==> src/rtl/arbiter_pkg.sv <==
// arbiter_pkg: definitions shared by the arbiter and by the reorder/multiplex
// consumers of its tagged stream.
//   state_t : arbiter FSM encoding (IDLE = 0, GRANT = 1)
//   idx_w   : requester-index width for N requesters (N >= 2)
//   tag_w   : width of a tagged beat {index, data}
package arbiter_pkg;

    typedef enum logic {
        IDLE  = 1'b0,
        GRANT = 1'b1
    } state_t;

    function automatic int idx_w(input int n);
        return $clog2(n);
    endfunction

    // A tagged beat is {index, data} with the index in the upper bits.
    function automatic int tag_w(input int n, input int w);
        return idx_w(n) + w;
    endfunction

endpackage

==> src/rtl/arbiter_register.sv <==
// arbiter_register: one-entry stb/rdy output stage.
//   clk, rst       : clock, async active-low reset
//   s_stb/s_dat    : upstream beat, accepted when s_rdy
//   s_rdy          : ~m_stb | m_rdy (empty, or draining this cycle)
//   m_stb/m_dat    : registered beat, held stable until m_rdy
module arbiter_register #(
    parameter int WIDTH = 1
) (
    input  logic             clk,
    input  logic             rst,
    input  logic             s_stb,
    input  logic [WIDTH-1:0] s_dat,
    output logic             s_rdy,
    output logic             m_stb,
    output logic [WIDTH-1:0] m_dat,
    input  logic             m_rdy
);

    assign s_rdy = ~m_stb | m_rdy;

    always_ff @(posedge clk or negedge rst) begin
        if (!rst) begin
            m_stb <= 1'b0;
            m_dat <= '0;
        end else if (s_stb && s_rdy) begin
            // A load while draining replaces the entry, so m_stb stays high.
            m_stb <= 1'b1;
            m_dat <= s_dat;
        end else if (m_rdy) begin
            m_stb <= 1'b0;
        end
    end

endmodule

==> src/rtl/arbiter.sv <==
// arbiter: round-robin, burst-locking N:1 stb/rdy arbiter with a registered,
// index-tagged output.
//   clk, rst            : clock, async active-low reset
//   s_stb/s_dat/s_lst   : per-requester beat, requester i at s_dat[i*W +: W]
//   s_rdy               : per-requester accept, at most one bit set
//   m_stb/m_dat/m_lst   : registered output beat, m_dat = {index, data}
//   m_rdy               : downstream accept
module arbiter
    import arbiter_pkg::*;
#(
    parameter  int W  = 8,
    parameter  int N  = 2,
    localparam int IW = idx_w(N)
) (
    input  logic            clk,
    input  logic            rst,
    input  logic [N-1:0]    s_stb,
    input  logic [N*W-1:0]  s_dat,
    input  logic [N-1:0]    s_lst,
    output logic [N-1:0]    s_rdy,
    input  logic            m_rdy,
    output logic            m_stb,
    output logic [IW+W-1:0] m_dat,
    output logic            m_lst
);

    state_t        state, state_n;
    logic [IW-1:0] grant, grant_n;
    logic [IW-1:0] ptr, ptr_n;
    logic [IW-1:0] pick;
    logic          found;
    logic          reg_stb, reg_rdy;
    logic [IW+W:0] reg_in, reg_out;

    // Rotating priority: first requester at or after ptr, wrapping at N.
    always_comb begin
        pick  = '0;
        found = 1'b0;
        for (int k = 0; k < N; k++) begin
            if (!found && s_stb[(int'(ptr) + k) % N]) begin
                pick  = IW'((int'(ptr) + k) % N);
                found = 1'b1;
            end
        end
    end

    always_ff @(posedge clk or negedge rst) begin
        if (!rst) begin
            state <= IDLE;
            grant <= '0;
            ptr   <= '0;
        end else begin
            state <= state_n;
            grant <= grant_n;
            ptr   <= ptr_n;
        end
    end

    always_comb begin
        state_n = state;
        grant_n = grant;
        ptr_n   = ptr;
        s_rdy   = '0;
        reg_stb = 1'b0;
        case (state)
            IDLE: begin
                if (found) begin
                    state_n = GRANT;
                    grant_n = pick;
                end
            end
            GRANT: begin
                // The grant is held even if s_stb[grant] drops mid-burst;
                // only the last accepted beat releases it.
                s_rdy[grant] = reg_rdy;
                reg_stb      = s_stb[grant];
                if (s_stb[grant] && reg_rdy && s_lst[grant]) begin
                    state_n = IDLE;
                    ptr_n   = (int'(grant) == N - 1) ? '0 : grant + 1'b1;
                end
            end
            default: state_n = IDLE;
        endcase
    end

    // Register entry is {lst, index, data}.
    assign reg_in = {s_lst[grant], grant, s_dat[int'(grant)*W +: W]};

    arbiter_register #(
        .WIDTH(IW + W + 1)
    ) u_out (
        .clk  (clk),
        .rst  (rst),
        .s_stb(reg_stb),
        .s_dat(reg_in),
        .s_rdy(reg_rdy),
        .m_stb(m_stb),
        .m_dat(reg_out),
        .m_rdy(m_rdy)
    );

    assign m_lst = reg_out[IW+W];
    assign m_dat = reg_out[IW+W-1:0];

endmodule

==> config.mk <==
export PLATFORM = sky130hd
export DESIGN_NAME = arbiter
export DESIGN_NICKNAME = d
export VERILOG_FILES = /design/src/rtl/arbiter_pkg.sv /design/src/rtl/arbiter_register.sv /design/src/rtl/arbiter.sv
export SDC_FILE = /design/constraint.sdc
export NUM_CORES = 1
export LEC_CHECK = 0
export ABC_CLOCK_PERIOD_IN_PS = 1700
export CORE_MARGIN = 2
export CORE_UTILIZATION = 38
export CTS_BUF_LIST = sky130_fd_sc_hd__clkbuf_8
export CTS_CLUSTER_DIAMETER = 100
export DETAILED_ROUTE_END_ITERATION = 7
export PLACE_DENSITY = 0.78
export SYNTH_ARGS = -nofsm -noshare
export SYNTH_HDL_FRONTEND = slang
export SYNTH_HIERARCHICAL = 1
export SYNTH_SLANG_ARGS = --single-unit
==> constraint.sdc <==
create_clock -name clk -period 1.7 [get_ports clk]
set_clock_uncertainty 0.15 [all_clocks]
set_input_delay 0.17 -clock clk [delete_from_list [all_inputs] [get_ports clk]]
set_output_delay 0.17 -clock clk [all_outputs]
set_load 0.005 [all_outputs]
# Word-level counts from Yosys, hierarchy flattened

Index checks and enable logic that the tools add are counted.

Latch bits: 0
Memory bits (read-only): 0
Memories: 0
Register bits after elaboration: 14
Input port bits: 23
Bits in writable memories: 0
Word-level logic and storage cells: 49

Add/sub/neg operators: 2
Multiply operators: 0
Equality and inequality tests: 0
Reduce and logical (&&, ||, !) cells: 9
Mux-type cells: 23
Bitwise logic cells: 5
Magnitude comparators: 4
Shifts and indexed selects: 1
Divide/modulo/power cells: 0

Operator list:

| cell                                                                         | number |
|---|---|
| 1-bit two-way mux                                                            | 20 |
| 16-bit by 5-bit indexed part select with 8-bit output                        | 1 |
| 1-bit logical AND                                                            | 5 |
| 1-bit by 2-bit less-than comparator with 1-bit output, second input constant | 2 |
| 2-bit AND reduction                                                          | 2 |
| 2-bit by 3-bit less-than comparator with 1-bit output, second input constant | 1 |
| 1-bit adder, second input constant                                           | 2 |
| 2-bit bitwise AND                                                            | 1 |
| 2-bit two-way mux                                                            | 1 |
| 1-bit NOT                                                                    | 2 |
| 1-bit case mux with 2 select lines                                           | 1 |
| 2-bit nonzero test                                                           | 1 |
| 1-bit bitwise AND, first input constant                                      | 1 |
| 1-bit demux with 1-bit select                                                | 1 |
| 1-bit >= comparator, second input constant                                   | 1 |
| 1-bit zero test                                                              | 1 |
| 1-bit bitwise OR                                                             | 1 |

# Logic depth before layout (Yosys ltp)

Depth after elaboration: 9
Mapped depth: 5
Depth with buffers taken out: 4

# Modules after synthesis

The synthesis kept the hierarchy.

Modules (own cells, without submodules):

| module           | instances | cells an instance | area an instance (um^2) | seq. area each (um^2) |
|---|---|---|---|---|
| arbiter_register | 1         | 24                | 465.4                   | 275.3 |
| arbiter          | 1         | 29                | 311.5                   | 75.1 |

# Worst setup path before layout

OpenSTA, ideal clock, no wires.

Path type: register to register
Start: register grant
End: register u_out.m_dat[0]
Path buffers: 1
Arrival time: 1395 ps
Stages on the path, launching flop included: 6
Library setup time: 125 ps
Required time: 1425 ps
Setup slack: 30 ps
Cells stage by stage: dfrtp_1 > buf_6 > mux2i_1 > nor2_1 > nand2_8 > mux2_4

Word-level cells in the longest chain between the ends: 4

Ends and longest elaborated chain:

| what                                                 | line                   | RTL |
|---|---|---|
| from (decl)                                          | arbiter.sv:28          | `logic [IW-1:0] grant, grant_n;` |
| from (signal assigned)                               | arbiter.sv:54          | `grant <= grant_n;` |
| 1-bit two-way mux (implied by the code) (2 in a row) | arbiter.sv:76          | `reg_stb = s_stb[grant];` |
| 1-bit two-way mux                                    | arbiter.sv:65          | `case (state)` |
| via reg_stb                                          | arbiter.sv:32          | `logic reg_stb, reg_rdy;` |
| 1-bit logical AND                                    | arbiter_register.sv:25 | `end else if (s_stb && s_rdy) begin` |
| to (signal assigned)                                 | arbiter_register.sv:28 | `m_dat <= s_dat;` |
| to (decl)                                            | arbiter_register.sv:15 | `output logic [WIDTH-1:0] m_dat,` |

The timed path passes the listed nets, and every way through them passes these cells. The select of a mux whose other input is x is not followed.
A chain may end at the register's enable or synchronous reset.

# Worst setup path after layout

Start: register grant
End: register u_out.m_dat[9]

Same word-level chain as after synthesis.

==> out/metrics.yaml <==
outcome: "completed"
syn_to_final_growth_pct: 62.5
fill_cells: 156
p_switching_uw: 593
detail_route.first_pass.iterations: 4
antenna_cells: 0
wl_um: 1670
crit_top_cell: "buf_4"
power.internal_uw: 1490
required_ps: 1670
grt_util_met2_pct: 27.0
cp-end-kind: "flip-flop"
htreeDepth: 1
critPathMaxStageDelay_ps: 390
port_buffers: 35
final.setup.tns_ps: 0
ios: 36
synth-seq-cells: 14
final_common_cell: "clkdlybuf4s50_1"
grt_pass1_vias: 609
powerDensity_nw_per_um2: 1650
layout.nets: 123
antenna_found_initial: 0
netlist_area_um2: 777
avgSynthCellArea_um2: 14.7
power.share.switching_pct: 28.4
drtIter0Drc: 5
gp_congestion: 0.718
use_met1_pct: 16.4
post-route-period-util_pct: 94.3
rsz0062_at_grt: "no"
ant_nets: 0
worstSkewPairLatency_ps: 230
slew_headroom_pct: 83.9
drv_slew: 0
slowest_stage: "dfrtp_1"
drive_gt1_share_pct: 35.4
fmax_mhz: 624
hpwlAfterDp_um: 1280
p_leak_uw: 0.000588
row_count: 16
routed_via_density: 4.75
critPathMaxFanout: 10
design.core.area_um2: 1940
syn_nets: 76
drv_cap: 0
cts_root_buffer: "clkbuf_8"
setup_viol: 0
path_clk_slew_ps: 60
worst_pin_slew_ps: 239
period_minus_slack_ps: 1600
dieArea_um2: 2420
place_ws_ps: -14.3
finalWorstSetupSlack_ps: 97.5
cts_buffers: 3
critPathLaunchType: "flip-flop"
grt_usage_pct: 14.5
final_hold_viol_count: 0
chipHeight_um: 49.2
clk_path_buf_depth: 2
yosysWarnings: 6
use_met3_pct: 2.76
vias: 598
path_class: "flip-flop to flip-flop"
dp.cells: 120
crit_chain: "buf_4 -> mux2i_1 -> nor2_1 -> buf_4 -> nand2_8 -> mux2_4"
layout_common_cells: "clkdlybuf4s50_1, mux2_4, dfrtp_1"
synthCells: 53
final_cell_count_no_fill: 126
cts-hold-fix-buffers: 0
synth_cell_type_count: 18
cts_tree: "done"
worstPathArrival_ps: 1570
grt_max_degree: 15
power.share.clock_pct: 14.9
grt_busiest_layer: "met2"
drt-wirelength-per-cell_um: 13.3
p_seq_share_pct: 28.8
ir_drop_mv: 0.821
initial_core_util_pct: 40.0
fp.dieW_um: 49.2
combPwrFrac_pct: 56.2
drc: 0
grt_overflow: 0
grt_pass1_wl_um: 2700
seq_area_frac_synth_pct: 45.1
hold_class: "input pin to async pin"
cts_num_sinks: 14
-- metal layers --
layer	wire (um)	up-vias	share of wire [%]
li1	-	280	-
met1	663	295	40
met2	915	23	55
met3	91	0	5.4
met4	0	0	0
met5	0	-	0
-- what timing repair did --
| item | 4_1_cts | 5_1_grt |
|---|---|---|
| gates resized for setup | 3 | 0 |
| endpoints found under the setup margin | 2 | 0 |
| setup buffers | 2 | 0 |
-- worst paths after layout --
path                                start              to  slack (ps)  cells past startpoint
hold reg to reg            u_out/m_dat[3]  u_out/m_dat[3]         360                      1
hold / removal                        rst  u_out/m_dat[2]          90                      2
min in group clk           u_out/m_dat[3]  u_out/m_dat[3]         360                      1
max in group asynchronous             rst  u_out/m_dat[5]        1140                      2
setup reg to reg                    grant  u_out/m_dat[9]         100                      6
setup / recovery                    grant  u_out/m_dat[9]         100                      6
-- worst max-delay path, delay by kind of cell (launching register included) --
kind                   cells  cell delay (ps)
buffers and inverters      2              310
DFF                        1              390
and+or+nand+nor            2              180
muxes                      2              470
-- registers in the layout, indices dropped and copies added (netlist names) --
name / count
grant: 1
u_out/m_stb: 1
state: 1
u_out/m_dat: 10
ptr: 1
-- Yosys cell counts --
cell	n	area share (%)
mux2_4	17	33
dfrtp_1	14	45
nand2_1	3	1.4
a21oi_1	2	1.3
buf_6	2	2.9
mux2_2	2	2.9
nor2_1	2	0.97
a31oi_1	1	0.81
a31oi_2	1	1.6
a41oi_1	1	1.1
and3_1	1	0.81
inv_1	1	0.48
mux2i_1	1	1.3
nand2_8	1	2.6
nand2b_1	1	0.81
nand2b_4	1	1.8
nor3_1	1	0.64
o21ai_0	1	0.64
-- per-stage QoR --
step                      total power [uW]  area [um^2]  util, %  hold WS (ps)
after CTS                             2110         1260     65.0          92.3
after floorplan                       1270          777        -          -276
after global placement                1720         1190     61.3           343
after detailed placement              1750         1190     61.3           344
final                                 2090         1260     65.0          87.0
after global routing                  2210         1260     65.0           107
-- cell families after synthesis --
family | count (synthesis) | share of synthesized area (%)
multiplexers | 20 | 37.0
flip-flops | 14 | 45.1
AND/OR/NAND/NOR | 10 | 9.02
AO/OA/AOI/OAI | 6 | 5.47
buffers and inverters | 3 | 3.38
-- power groups by stage --
| stage | sequential [uW] | clock [uW] | combinational [uW] |
|---|---|---|---|
| after floorplan | 606 | 0 | 668 |
| after global placement | 605 | 0 | 1120 |
| final | 602 | 311 | 1170 |
| after detailed placement | 609 | 0 | 1140 |
| after global routing | 626 | 338 | 1250 |
| after CTS | 606 | 321 | 1180 |
-- final cells by class --
class	instances	area [um^2]	share of cell area (%)
sequential	14	350	27.8
clock buffer	4	55.1	4.36
tap	27	33.8	2.68
multi-input combinational	36	400	31.7
timing repair buffer	44	419	33.2
inverter	1	3.75	0.297
Note: power is estimated with default switching activity, not from simulation.
